File: src/rtl/board_draw_sequencer.sv
// Walks the board RAM row-major and asks the box drawer to paint one box per cell,
// using the drawer's start/busy/done handshake. Redraw requests made mid-frame are merged into one pending frame.
module board_draw_sequencer #(
  parameter int         COLS       = 10,
  parameter int         ROWS       = 20,
  parameter int         CELL_W     = 64,
  parameter int         CELL_H     = 24,
  parameter int         ORIGIN_X   = 0,
  parameter int         ORIGIN_Y   = 0,
  parameter logic [8:0] BG_COLOR   = 9'b000_000_000,
  parameter bit         SKIP_EMPTY = 1'b0
) (
  input  logic       CLOCK_50,
  input  logic       resetn,
  input  logic       frame_req,
  output logic [7:0] rd_addr,
  input  logic [2:0] rd_data,
  output logic       box_start,
  output logic [9:0] box_x0,
  output logic [8:0] box_y0,
  output logic [8:0] box_color,
  input  logic       box_done,
  output logic       frame_busy,
  output logic       frame_done
);

  localparam int CW = (COLS > 1) ? $clog2(COLS) : 1;
  localparam int RW = (ROWS > 1) ? $clog2(ROWS) : 1;

  typedef enum logic [2:0] {
    IDLE,
    RD,
    LATCH,
    ISSUE,
    WAIT,
    NEXT,
    FIN
  } state_t;

  state_t        state;
  state_t        state_next;
  logic [CW-1:0] col;
  logic [RW-1:0] row;
  logic          pending;
  logic          col_last;
  logic          row_last;
  logic          start_frame;
  logic          cell_empty;

  function automatic logic [8:0] palette(input logic [2:0] cell_type);
    logic [8:0] c;
    case (cell_type)
      3'd1:    c = 9'b000_111_111;
      3'd2:    c = 9'b111_111_000;
      3'd3:    c = 9'b101_000_101;
      3'd4:    c = 9'b000_111_000;
      3'd5:    c = 9'b111_000_000;
      3'd6:    c = 9'b000_000_111;
      3'd7:    c = 9'b111_100_000;
      default: c = BG_COLOR;
    endcase
    return c;
  endfunction

  assign col_last    = (col == CW'(COLS - 1));
  assign row_last    = (row == RW'(ROWS - 1));
  assign cell_empty  = (rd_data == 3'd0);
  // A frame starts from IDLE on a request, or back-to-back from FIN when one is queued.
  assign start_frame = ((state == IDLE) && frame_req) ||
                       ((state == FIN) && (pending || frame_req));

  always_ff @(posedge CLOCK_50) begin
    if (!resetn) begin
      state <= IDLE;
    end else begin
      state <= state_next;
    end
  end

  always_comb begin
    state_next = state;
    case (state)
      IDLE:    if (frame_req) state_next = RD;
      RD:      state_next = LATCH;
      LATCH:   state_next = (SKIP_EMPTY && cell_empty) ? NEXT : ISSUE;
      ISSUE:   state_next = WAIT;
      WAIT:    if (box_done) state_next = NEXT;
      NEXT:    state_next = (col_last && row_last) ? FIN : RD;
      FIN:     state_next = (pending || frame_req) ? RD : IDLE;
      default: state_next = IDLE;
    endcase
  end

  always_comb begin
    box_start  = 1'b0;
    frame_done = 1'b0;
    frame_busy = 1'b0;
    case (state)
      ISSUE: begin
        box_start  = 1'b1;
        frame_busy = 1'b1;
      end
      RD, LATCH, WAIT, NEXT: frame_busy = 1'b1;
      FIN:   frame_done = 1'b1;
      default: ;
    endcase
  end

  // Coordinates are stepped by addition only; they stay frozen from ISSUE to box_done
  // because the drawer reads them live while painting.
  always_ff @(posedge CLOCK_50) begin
    if (!resetn) begin
      rd_addr   <= 8'd0;
      col       <= '0;
      row       <= '0;
      box_x0    <= 10'(ORIGIN_X);
      box_y0    <= 9'(ORIGIN_Y);
      box_color <= 9'd0;
      pending   <= 1'b0;
    end else begin
      if (start_frame) begin
        rd_addr <= 8'd0;
        col     <= '0;
        row     <= '0;
        box_x0  <= 10'(ORIGIN_X);
        box_y0  <= 9'(ORIGIN_Y);
      end

      if (state == LATCH) begin
        box_color <= palette(rd_data);
      end

      if ((state == NEXT) && !(col_last && row_last)) begin
        rd_addr <= rd_addr + 8'd1;
        if (col_last) begin
          col    <= '0;
          row    <= row + RW'(1);
          box_x0 <= 10'(ORIGIN_X);
          box_y0 <= box_y0 + 9'(CELL_H);
        end else begin
          col    <= col + CW'(1);
          box_x0 <= box_x0 + 10'(CELL_W);
        end
      end

      if (state == FIN) begin
        pending <= 1'b0;
      end else if (frame_req && (state != IDLE)) begin
        pending <= 1'b1;
      end
    end
  end

endmodule

File: config.mk
export PLATFORM = sky130hd
export DESIGN_NAME = board_draw_sequencer
export DESIGN_NICKNAME = d
export VERILOG_FILES = /design/src/rtl/board_draw_sequencer.sv
export SDC_FILE = /design/constraint.sdc
export NUM_CORES = 1
export LEC_CHECK = 0
export ABC_AREA = 1
export CORE_ASPECT_RATIO = 2
export CORE_MARGIN = 4
export CORE_UTILIZATION = 25
export CTS_CLUSTER_DIAMETER = 200
export DETAILED_ROUTE_END_ITERATION = 10
export GPL_TIMING_DRIVEN = 0
export HOLD_SLACK_MARGIN = 0.03
export PLACE_DENSITY = 0.45
export RECOVER_POWER = 50
export SKIP_LAST_GASP = 1
export SLEW_MARGIN = 5
export SYNTH_ARGS = -nofsm -noshare
export SYNTH_HDL_FRONTEND = slang
export SYNTH_SLANG_ARGS = --single-unit
File: constraint.sdc
create_clock -name CLOCK_50 -period 1.8 [get_ports CLOCK_50]
set_input_delay 0.18 -clock CLOCK_50 [delete_from_list [all_inputs] [get_ports CLOCK_50]]
set_output_delay 0.18 -clock CLOCK_50 [all_outputs]
set_load 0.01 [all_outputs]
==> summary.txt, run 1 <==
Run status
  • Outcome: completed

Global routing
  • Global-route wire length before repair: roughly 10000 um
  • Congestion Overflow GR: 0
  • Initial antenna violation count: 0
  • Vias in the first global route: around 2.1k
  • Total track usage: between 10% and 20%
  • Largest net degree at the start of global routing: 15

Synthesis
  • Most instantiated cells after synthesis: 72 x nand2_1, 40 x dfxtp_1, 36 x nor2_1, 34 x nand3_1, 30 x inv_1
  • Synth async-reset ratio: 0%
  • Synth Instances: 311
  • Yosys top cell by area: dfxtp_1
  • Top-area cell type share of the netlist area: between 30% and 40%
  • Yosys cell types: 29
  • Syn Std Cell Area: 0.002120 sq mm
  • Syn avg cell area: between 6 and 7 sq um
  • Top_reg_cell synth: dfxtp_1
  • Most frequent cell after synthesis: nand2_1
  • Register area share after synthesis: 37.78%
  • Number of flops mapped to enable cells by yosys: 0
  • #FFs+latches synth: 40
  • Area contributors post-synth: dfxtp_1 38%, nand2_1 13%, nand3_1 8.0%
  • YS warnings: 0

Cells and area
  • Final net count: 376
  • Post-Layout Cell Count: about 460
  • Share of layout cells above drive strength 1: about 11%
  • Diodes inserted: 0
  • Synthesis-to-finish area growth: 34.30%
  • FILL cells: 921
  • Fin util: around a third

Floorplan
  • Die extent in y: 138.2 um
  • Num ports: between 40 and 50
  • Initial core utilization: 25.56%
  • Die W: about 73 um
  • Die area: approximately 0.010 sq mm
  • Core Area: 0.008292 sq mm
  • Cell Rows: 47

Clock network
  • Max Root-Sink Buffers: 2
  • TritonCTS Sinks: 40
  • Clock Root Buffer: clkbuf_16
  • Clock slew at reported path FFs: ~60 ps
  • H-tree depth: 2
  • TritonCTS Buffers: 5
  • CTS Hold Bufs: 0
  • CTS tree: yes
  • Worst-skew pair later-pin latency: approximately 290 ps

STA
  • Worst setup margin: roughly 100 ps
  • Worst-Margin Slew: about 550 ps
  • Final min period: approximately 1700 ps
  • Clk_skew: slightly below 8 ps
  • Final Hold Viols: 0
  • Fmax: ~600 MHz
  • Setup TNS: 0 ps
  • Slew Limit Headroom: a little over three fifths
  • Final cycle utilization of the critical path: a little over nine tenths
  • Setup violators final: 0
  • Final Slew Violations: 0
  • RSZ-0062 raised after global routing: true

Place
  • Gpl congestion: between 0.8 and 0.9
  • I/O Buffers: 39
  • Placed cells: between 400 and 500
  • Pre-CTS setup slack: about 18 ps
  • Hpwl dp: 4405 um

Pwr
  • LEAKAGE: 1.198 nW
  • Final Power: 2.231 mW
  • Pwr dens: around 780 mW/mm^2
  • Worst vdd ir: 573.6 uV

Routing
  • Overall via count from detail_route: roughly 2.1k
  • Final ANT Viol Nets: 0
  • Drt initial violations: between 100 and 150
  • First-pass iteration count of the detailed router: 4
  • DRC: 0
  • Vias per Instance: approximately 4.6
  • Routed WL: around 5800 um
  • DR WL/cell: between 10 and 15 um

Setup path
  • Worst endpoint required time: 1620 ps
  • RR Endpoint: box_y0[5]$_SDFF_PN0_
  • FF-to-FF Start: col[0]$_SDFFE_PN0P_
  • Crit-path max FO: 5
  • Worst Path Arrival: around 1500 ps
  • Worst r2r path cells: 9
  • Worst setup EP type: primary output
  • Worst setup path class: flop to primary output
  • Critical path launch point type: flop
  • Reg2Reg Setup Slack: 160 ps

Hold path
  • Hold Path Origin: box_y0[1]$_SDFFE_PN0P_
  • Worst Hold Class: flop to flop
  • Hold depth: 2
  • Hold Path Sink: box_y0[1]$_SDFFE_PN0P_

Run
  • Max cap viols: 0
==> routing by layer <==
metal	vias up	routed length, um	share of wire [%]	track usage [%]
met2	32	3272	57	23.48
met4	0	119	2.1	5.156
met5	-	0	0	0
met1	988	2206	38	12.89
met3	5	167	2.9	2.253
li1	1104	-	-	-
==> cell type report <==
class	count	area (sq um)	area share, %
multi-input combinational	225	1106	38.86
sequential	40	800.8	28.13
timing repair buffer	40	396.6	13.93
inverter	34	127.6	4.484
clock buffer	5	125.1	4.396
tap	98	122.6	4.308
buffer	17	121.4	4.264
clock inverter	3	46.29	1.626
==> critical path, stage by stage (launching register included) <==
cell and delay [ps]:
dfxtp_1 420, nand2_1 100, nor2_2 140, clkdlybuf4s50_1 560
==> power by group <==
part,internal (mW),leakage (nW),switching [mW]
clock,0.659,0.0804,0.392
combinational,0.103,0.794,0.152
sequential,0.905,0.323,0.0193
total,1.67,1.20,0.564
==> cells by family (layout without fill, tap and decap cells) <==
family | Yosys count | count (layout) | share of synthesized area [%]
XOR/XNOR | 2 | 2 | 0.8266
flip-flops | 40 | 40 | 37.78
adder cells (fa/ha/maj) | 6 | 6 | 3.542
buffers and inverters | 51 | 99 | 11.75
AO/OA/AOI/OAI | 52 | 52 | 13.34
AND/OR/NAND/NOR | 159 | 159 | 32.59
other | 1 | 6 | 0.1769
==> cells in the final DEF, fill, tap and decap left out, types with 2 or more instances in the layout <==
master	instances
a21oi_1	27
a31o_2	2
a31oi_1	2
buf_4	12
buf_6	2
clkbuf_1	3
clkbuf_16	5
clkdlybuf4s50_1	12
conb_1	6
dfxtp_1	40
dlygate4sd3_1	26
ha_1	6
inv_1	29
inv_2	4
nand2_1	72
nand3_1	33
nand3_2	3
nand4_1	4
nor2_1	36
nor2_2	3
nor2_4	2
nor3_1	3
o211ai_1	2
o21ai_0	16
or2_1	2
xor2_1	2
==> how the worst max path moves through the flow <==
| stage | from | endpoint |
|---|---|---|
| floorplan | col[0]$_SDFFE_PN0P_ | box_y0[5]$_SDFF_PN0_ |
| global placement | frame_req | row[0]$_SDFF_PN0_ |
| detailed placement | col[0]$_SDFFE_PN0P_ | rd_addr[0]$_SDFFE_PN0P_ |
| CTS | col[0]$_SDFFE_PN0P_ | rd_addr[0]$_SDFFE_PN0P_ |
| global route | col[0]$_SDFFE_PN0P_ | box_y0[5]$_SDFF_PN0_ |
| finish | state[1]$_SDFFE_PN0P_ | frame_done |
==> stage by stage <==
step                      cell area, sq um  hold slack, ps
final                                 2846           437.2
after global placement                2651           426.9
after global routing                  2846           468.2
after CTS                             2824           444.9
after floorplan                       2138           359.4
after detailed placement              2651           434.3
==> flip-flops by register name, indices dropped and copies added (netlist names) <==
register	flops
state	3
rd_addr	8
box_x0	4
row	5
pending	1
box_color	6
box_y0	9
col	4
==> timing repair <==
| action | in CTS | in global routing |
|---|---|---|
| pin swaps | 0 | 1 |
| buffers inserted | 0 | 1 |
| gates resized for setup | 3 | 3 |
| endpoints found under the setup margin | 2 | 20 |
| gates cloned | 0 | 0 |
(Power assumes the default switching activity.)
==> inputs of run 2 (changes only) <==
Settings changed: RECOVER_POWER 50 to 25.
==> run 2 against run 1 <==
Compared with the run above: cell area unchanged; global-route usage unchanged; clock power about the same; register-to-register slack about the same; critical path depth unchanged; sequential share of layout area unchanged; combinational power about the same; final cell count unchanged.
==> summary.txt, run 2 (same netlist as run 1, synthesis figures left out) <==
Hold path
  • Hold Path Sink: box_y0[1]$_SDFFE_PN0P_
  • Worst Hold Class: flop to flop
  • Hold depth: 2 (unchanged)
  • Hold Path Origin: box_y0[1]$_SDFFE_PN0P_

Global routing
  • Global-route wire length before repair: 9963 um (unchanged)
  • Total track usage: 12.51% (unchanged)
  • Vias in the first global route: 2103 (unchanged)
  • Most used routing layer: met2
  • GR Util met1: 12.89% (unchanged)
  • Congestion Overflow GR: 0 (unchanged)
  • Largest net degree at the start of global routing: 15 (unchanged)
  • Met2 global-route usage: 23.48% (unchanged)
  • Met3 Use GR: 2.253% (unchanged)
  • Initial antenna violation count: 0 (unchanged)

Floorplan
  • Die extent in y: 138.2 um (unchanged)
  • Core Area: 0.008292 sq mm (unchanged)
  • Num ports: 46 (unchanged)
  • Initial core utilization: 25.56% (unchanged)
  • Die W: 73.11 um (unchanged)
  • Die area: 0.01010 sq mm (unchanged)
  • Cell Rows: 47 (unchanged)

Cells and area
  • Final instance area: 0.002846 sq mm (unchanged)
  • Synthesis-to-finish area growth: 34.30% (unchanged)
  • Most frequent cells in the layout: 72 x nand2_1, 40 x dfxtp_1, 36 x nor2_1
  • Largest register FFs: 9 (unchanged)
  • Largest Register: box_y0
  • Regs by FF count: box_y0 x9, rd_addr x8, box_color x6
  • Final net count: 376 (unchanged)
  • Diodes inserted: 0 (unchanged)
  • Commonest non-fill, non-tap cell in the layout: nand2_1
  • Share of layout cells above drive strength 1: 10.71% (unchanged)
  • Fin util: 34.33% (unchanged)
  • FILL cells: 921 (unchanged)

Clock network
  • TritonCTS Sinks: 40 (unchanged)
  • Worst-skew pair later-pin latency: 290 ps (about the same)
  • H-tree depth: 2 (unchanged)
  • TritonCTS Buffers: 5 (unchanged)
  • CTS Hold Bufs: 0 (unchanged)
  • Max Root-Sink Buffers: 2 (unchanged)
  • CTS tree: yes
  • Clock Root Buffer: clkbuf_16
  • Clock slew at reported path FFs: 60 ps (about the same)

Setup path
  • Worst Path Arrival: 1520 ps (about the same)
  • Critical path launch point type: flop
  • Crit-path slowest cell: clkdlybuf4s50_1
  • Reg2Reg Setup Slack: 160 ps (about the same)
  • Critical path buffer and inverter count: 1 (unchanged)
  • Worst r2r path cells: 9 (unchanged)
  • FF-to-FF Start: col[0]$_SDFFE_PN0P_
  • Critical path's largest stage delay: 560 ps (about the same)
  • Top delay family on crit path: buffers and inverters
  • Worst endpoint required time: 1620 ps (about the same)
  • RR Endpoint: box_y0[5]$_SDFF_PN0_
  • Crit path cell chain: nand2_1 > nor2_2 > clkdlybuf4s50_1
  • Crit-path max FO: 5 (unchanged)
  • Worst setup EP type: primary output
  • Worst setup path class: flop to primary output

Pwr
  • Combinational share of power: 11.6% (about the same)
  • Sw Pwr: 564.7 uW (+0.15%)
  • Net Sw Frac: 25.26% (about the same)
  • Clock group share of total power: 47.1% (about the same)
  • Pwr dens: 785.3 mW/mm^2 (+0.17%)
  • LEAKAGE: 1.138 nW (-5.0%)
  • Worst vdd ir: 574.9 uV (+0.23%)
  • Flop pwr share: 41.4% (about the same)
  • Internal Pwr Total: 1.671 mW (+0.18%)

Routing
  • First-pass iteration count of the detailed router: 4 (unchanged)
  • Overall via count from detail_route: 2129 (unchanged)
  • DRC: 0 (unchanged)
  • Routed WL: 5775 um (+0.16%)
  • Final ANT Viol Nets: 0 (unchanged)
  • Drt initial violations: 140 (+23%)
  • DR WL/cell: 12.50 um (+0.16%)
  • Vias per Instance: 4.608 (unchanged)

STA
  • RSZ-0062 raised after global routing: true
  • Setup violators final: 0 (unchanged)
  • Final Slew Violations: 0 (unchanged)
  • Worst-Margin Slew: 555.8 ps (+1.586 ps)
  • Final min period: 1695 ps (+0.2760 ps)
  • Final Hold Viols: 0 (unchanged)
  • Slew Limit Headroom: 62.94% (-0.11 points)
  • Fmax: 589.8 MHz (about the same)
  • Clk_skew: 7.922 ps (+0.1864 ps)
  • Final cycle utilization of the critical path: 94.19% (about the same)

Place
  • I/O Buffers: 39 (unchanged)
  • Placed inst area: 0.002651 sq mm (unchanged)
  • Hpwl dp: 4405 um (unchanged)
  • Gpl congestion: 0.8373 (unchanged)

Run
  • Max cap viols: 0 (unchanged)

Run status
  • Outcome: completed
==> run 2: cell types whose count changed in the layout (fill, tap and decap cells not counted) <==
cell / delta
dlygate4sd3_1: -17
clkdlybuf4s50_1: +17
==> run 2: timing repair <==
action                     4_1_cts  5_1_grt
gates cloned                     0        0
setup endpoints to repair        2       20
setup buffers                    0        1
pin swaps                        0        1
resized for setup                3        3
==> run 2: worst max path at each step <==
stage / startpoint / to / slack (ps) / depth (start not counted)
floorplan: col[0]$_SDFFE_PN0P_ / box_y0[5]$_SDFF_PN0_ / 320 / 9
global placement: frame_req / row[0]$_SDFF_PN0_ / 20 / 8
detailed placement: col[0]$_SDFFE_PN0P_ / rd_addr[0]$_SDFFE_PN0P_ / 20 / 5
CTS: col[0]$_SDFFE_PN0P_ / rd_addr[0]$_SDFFE_PN0P_ / 2 / 5
global route: col[0]$_SDFFE_PN0P_ / box_y0[5]$_SDFF_PN0_ / -10 / 9
finish: state[1]$_SDFFE_PN0P_ / frame_done / 100 / 3
==> run 2: per-stage QoR <==
| step | power [mW] | hold slack [ps] | setup TNS [ps] | instances | worst slack, ps |
|---|---|---|---|---|---|
| finish | 2.235 | 437.2 | 0 | 462 | 104.6 |
| global route | 2.334 | 468.2 | -15.76 | 462 | -13.71 |
| CTS | 2.275 | 444.9 | 0 | 461 | 2.434 |
| detailed placement | 1.216 | 434.3 | 0 | 453 | 18.17 |
| global placement | 1.215 | 426.9 | 0 | 453 | 17.67 |
| floorplan | 1.104 | 359.4 | 0 | 316 | 324.5 |
==> run 2: cell type report <==
cell class / instances / area [sq um] / area share (%)
clock buffer: 5 / 125.1 / 4.396
clock inverter: 3 / 46.29 / 1.626
buffer: 17 / 121.4 / 4.264
timing repair buffer: 40 / 396.6 / 13.93
multi-input combinational: 225 / 1106 / 38.86
tap: 98 / 122.6 / 4.308
inverter: 34 / 127.6 / 4.484
sequential: 40 / 800.8 / 28.13
==> run 2: worst min-delay path, stage by stage, from the launching register on <==
cell,delay (ps)
dfxtp_1,310
nand2_1,60
nor2_1,30
==> run 2: metal layers <==
layer / part of all wire, % / wire length [um]
met1: 38 / 2216
met2: 57 / 3273
met3: 2.9 / 167
met4: 2.1 / 119
met5: 0 / 0
==> run 2: power groups by stage <==
stage | logic, mW | clock network, mW | registers [mW]
6_report | 0.259 | 1.05 | 0.924
2_1_floorplan | 0.158 | 0 | 0.945
3_5_place_dp | 0.272 | 0 | 0.944
4_1_cts | 0.270 | 1.08 | 0.926
5_1_grt | 0.292 | 1.11 | 0.927
3_3_place_gp | 0.271 | 0 | 0.944
==> inputs of run 3 (changes only) <==
Settings changed: GPL_TIMING_DRIVEN 0 to 1, SLEW_MARGIN 5 to 15.
==> run 3 against run 2 <==
Compared with the run above: count of clock-buffer cells in the layout is 1 higher; sequential power hardly changed; global-route usage is 1.0 points lower.
==> summary.txt, run 3 (same netlist as run 1, synthesis figures left out) <==
Place
  • I/O Buffers: 39 (unchanged)
  • Hpwl dp: 4128 um (-6.3%)
  • Placed cells: 445 (-1.8%)
  • Gpl congestion: 0.7889 (-5.8%)

Clock network
  • Clock slew at reported path FFs: 60 ps (about the same)
  • Max Root-Sink Buffers: 2 (unchanged)
  • CTS tree: yes
  • Clock Root Buffer: clkbuf_16
  • TritonCTS Sinks: 40 (unchanged)
  • TritonCTS Buffers: 5 (unchanged)
  • Worst-skew pair later-pin latency: 290 ps (about the same)
  • H-tree depth: 2 (unchanged)

Cells and area
  • Post-Layout Cell Count: 453 (-1.9%)
  • Most frequent cells in the layout: 72 x nand2_1, 40 x dfxtp_1, 35 x nand3_1, 35 x nor2_1, 29 x inv_1
  • Synthesis-to-finish area growth: 29.99%
  • Largest register FFs: 9 (unchanged)
  • Largest Register: box_y0
  • Regs by FF count: box_y0 x9, rd_addr x8, box_color x6
  • Final net count: 367 (-2.4%)
  • FILL cells: 912 (-0.98%)
  • Share of layout cells above drive strength 1: 8.732% (-2.0 points)
  • Commonest non-fill, non-tap cell in the layout: nand2_1
  • Diodes inserted: 0 (unchanged)

STA
  • Fmax: 594.1 MHz (+0.73%)
  • Final cycle utilization of the critical path: 93.51% (-0.68 points)
  • Final Hold Viols: 0 (unchanged)
  • Clk_skew: 4.161 ps (-3.761 ps)
  • Slew Limit Headroom: 63.25% (+0.31 points)
  • Setup TNS: 0 ps (unchanged)
  • RSZ-0062 raised after global routing: false
  • Final min period: 1683 ps (-12.30 ps)
  • Final Slew Violations: 0 (unchanged)
  • Setup violators final: 0 (unchanged)
  • Worst-Margin Slew: 551.2 ps (-4.642 ps)

Hold path
  • Hold Path Origin: box_y0[1]$_SDFFE_PN0P_
  • Hold depth: 2 (unchanged)
  • Hold Path Sink: box_y0[1]$_SDFFE_PN0P_
  • Worst Hold Class: flop to flop

Global routing
  • Global-route wire length before repair: 9094 um (-8.7%)
  • Largest net degree at the start of global routing: 25 (+10)
  • Congestion Overflow GR: 0 (unchanged)
  • Vias in the first global route: 1952 (-7.2%)
  • Total track usage: 11.48% (-1.0 points)
  • Initial antenna violation count: 0 (unchanged)

Routing
  • First-pass iteration count of the detailed router: 5 (+1)
  • Vias per Instance: 4.565 (-0.94%)
  • Overall via count from detail_route: 2068 (-2.9%)
  • Final ANT Viol Nets: 0 (unchanged)
  • DR WL/cell: 12.22 um (-2.3%)
  • Drt initial violations: 117 (-16%)
  • DRC: 0 (unchanged)
  • Routed WL: 5534 um (-4.2%)

Setup path
  • FF-to-FF Start: row[0]$_SDFF_PN0_
  • RR Endpoint: rd_addr[0]$_SDFFE_PN0P_
  • Critical path launch point type: flop
  • Worst setup path class: flop to primary output
  • Worst setup EP type: primary output
  • Worst Path Arrival: 1500 ps (-20 ps)
  • Crit-path max FO: 6 (+1)
  • Worst endpoint required time: 1620 ps (about the same)
  • Worst r2r path cells: 9 (unchanged)
  • Reg2Reg Setup Slack: 210 ps (+50 ps)

Floorplan
  • Die extent in y: 138.2 um (unchanged)
  • Cell Rows: 47 (unchanged)
  • Core Area: 0.008292 sq mm (unchanged)
  • Num ports: 46 (unchanged)
  • Initial core utilization: 25.56% (unchanged)
  • Die W: 73.11 um (unchanged)
  • Die area: 0.01010 sq mm (unchanged)

Pwr
  • Worst vdd ir: 438.3 uV (-24%)
  • LEAKAGE: 1.104 nW (-3.0%)
  • Net Sw Frac: 24.14% (-1.1 points)
  • Clock group share of total power: 46.9% (-0.2 points)
  • Internal Pwr Total: 1.639 mW (-1.9%)
  • Sw Pwr: 521.4 uW (-7.7%)
  • Flop pwr share: 42.8% (+1.4 points)
  • Combinational share of power: 10.3% (-1.3 points)
  • Pwr dens: 784.1 mW/mm^2 (-0.15%)

Run status
  • Outcome: completed

Run
  • Max cap viols: 0 (unchanged)
==> run 3: cell count changes in the layout (fill, tap and decap cells not counted), sizes merged <==
cell / previous run / this run
buf: 15 / 8
clkbuf: 8 / 7
clkdlybuf4s50: 29 / 26
clkinv: 1 / 2
clkinvlp: 1 / 0
dlygate4sd3: 9 / 12
inv: 34 / 33
==> run 3: power groups by stage <==
stage / combinational (mW) / sequential, mW / clock, mW
after floorplan: 0.158 / 0.945 / 0
after global placement: 0.234 / 0.944 / 0
after detailed placement: 0.235 / 0.944 / 0
after CTS: 0.233 / 0.925 / 1.05
after global routing: 0.248 / 0.927 / 1.08
final: 0.222 / 0.925 / 1.01
==> run 3: worst max-delay path: stages, from the launching register on <==
cell	delay, ps
dfxtp_1	470
nand3_1	150
inv_1	70
clkdlybuf4s50_1	530
==> run 3: per-layer routing <==
metal  vias up  GRT usage [%]  wire, um
met5         -              0         0
met4         0          5.545       125
met3         5          2.326       176
met2        37          21.59      3138
met1       939          11.24      2094
li1       1087              -         -
==> run 3: what timing repair did <==
action | CTS | global route
pin swaps | 0 | 0
resized for setup | 2 | 1
hold buffers | 0 | 0
setup endpoints to repair | 1 | 1
buffers inserted | 0 | 0
==> run 3: area by class of cell <==
type / count / area [sq um] / area share (%)
clock inverters: 2 / 35.03 / 1.272
clock buffers: 6 / 128.9 / 4.678
repair buffers: 48 / 454.2 / 16.49
flip-flops and latches: 40 / 800.8 / 29.06
inverters: 34 / 127.6 / 4.632
multi-input cells: 225 / 1086 / 39.42
well taps: 98 / 122.6 / 4.451
==> run 3: worst max-delay path by stage <==
stage,start,endpoint,cells past startpoint
after detailed placement,frame_req,rd_addr[0]$_SDFFE_PN0P_,8
after global placement,frame_req,rd_addr[0]$_SDFFE_PN0P_,8
final,state[0]$_SDFFE_PN0P_,box_start,3
after CTS,state[2]$_SDFFE_PN0P_,box_start,4
after global routing,state[0]$_SDFFE_PN0P_,box_start,3
after floorplan,col[0]$_SDFFE_PN0P_,box_y0[5]$_SDFF_PN0_,9
==> run 3: per-stage QoR <==
step | utilization, % | hold WS (ps) | cell area [sq um] | setup slack [ps] | power [mW]
floorplan | - | 359.4 | 2138 | 324.5 | 1.104
global placement | 31.33 | 455.3 | 2597 | 109.7 | 1.178
detailed placement | 31.33 | 459.0 | 2597 | 81.24 | 1.179
CTS | 33.32 | 465.7 | 2763 | 34.99 | 2.210
global route | 33.23 | 477.8 | 2755 | 31.93 | 2.254
finish | 33.23 | 454.9 | 2755 | 116.9 | 2.160
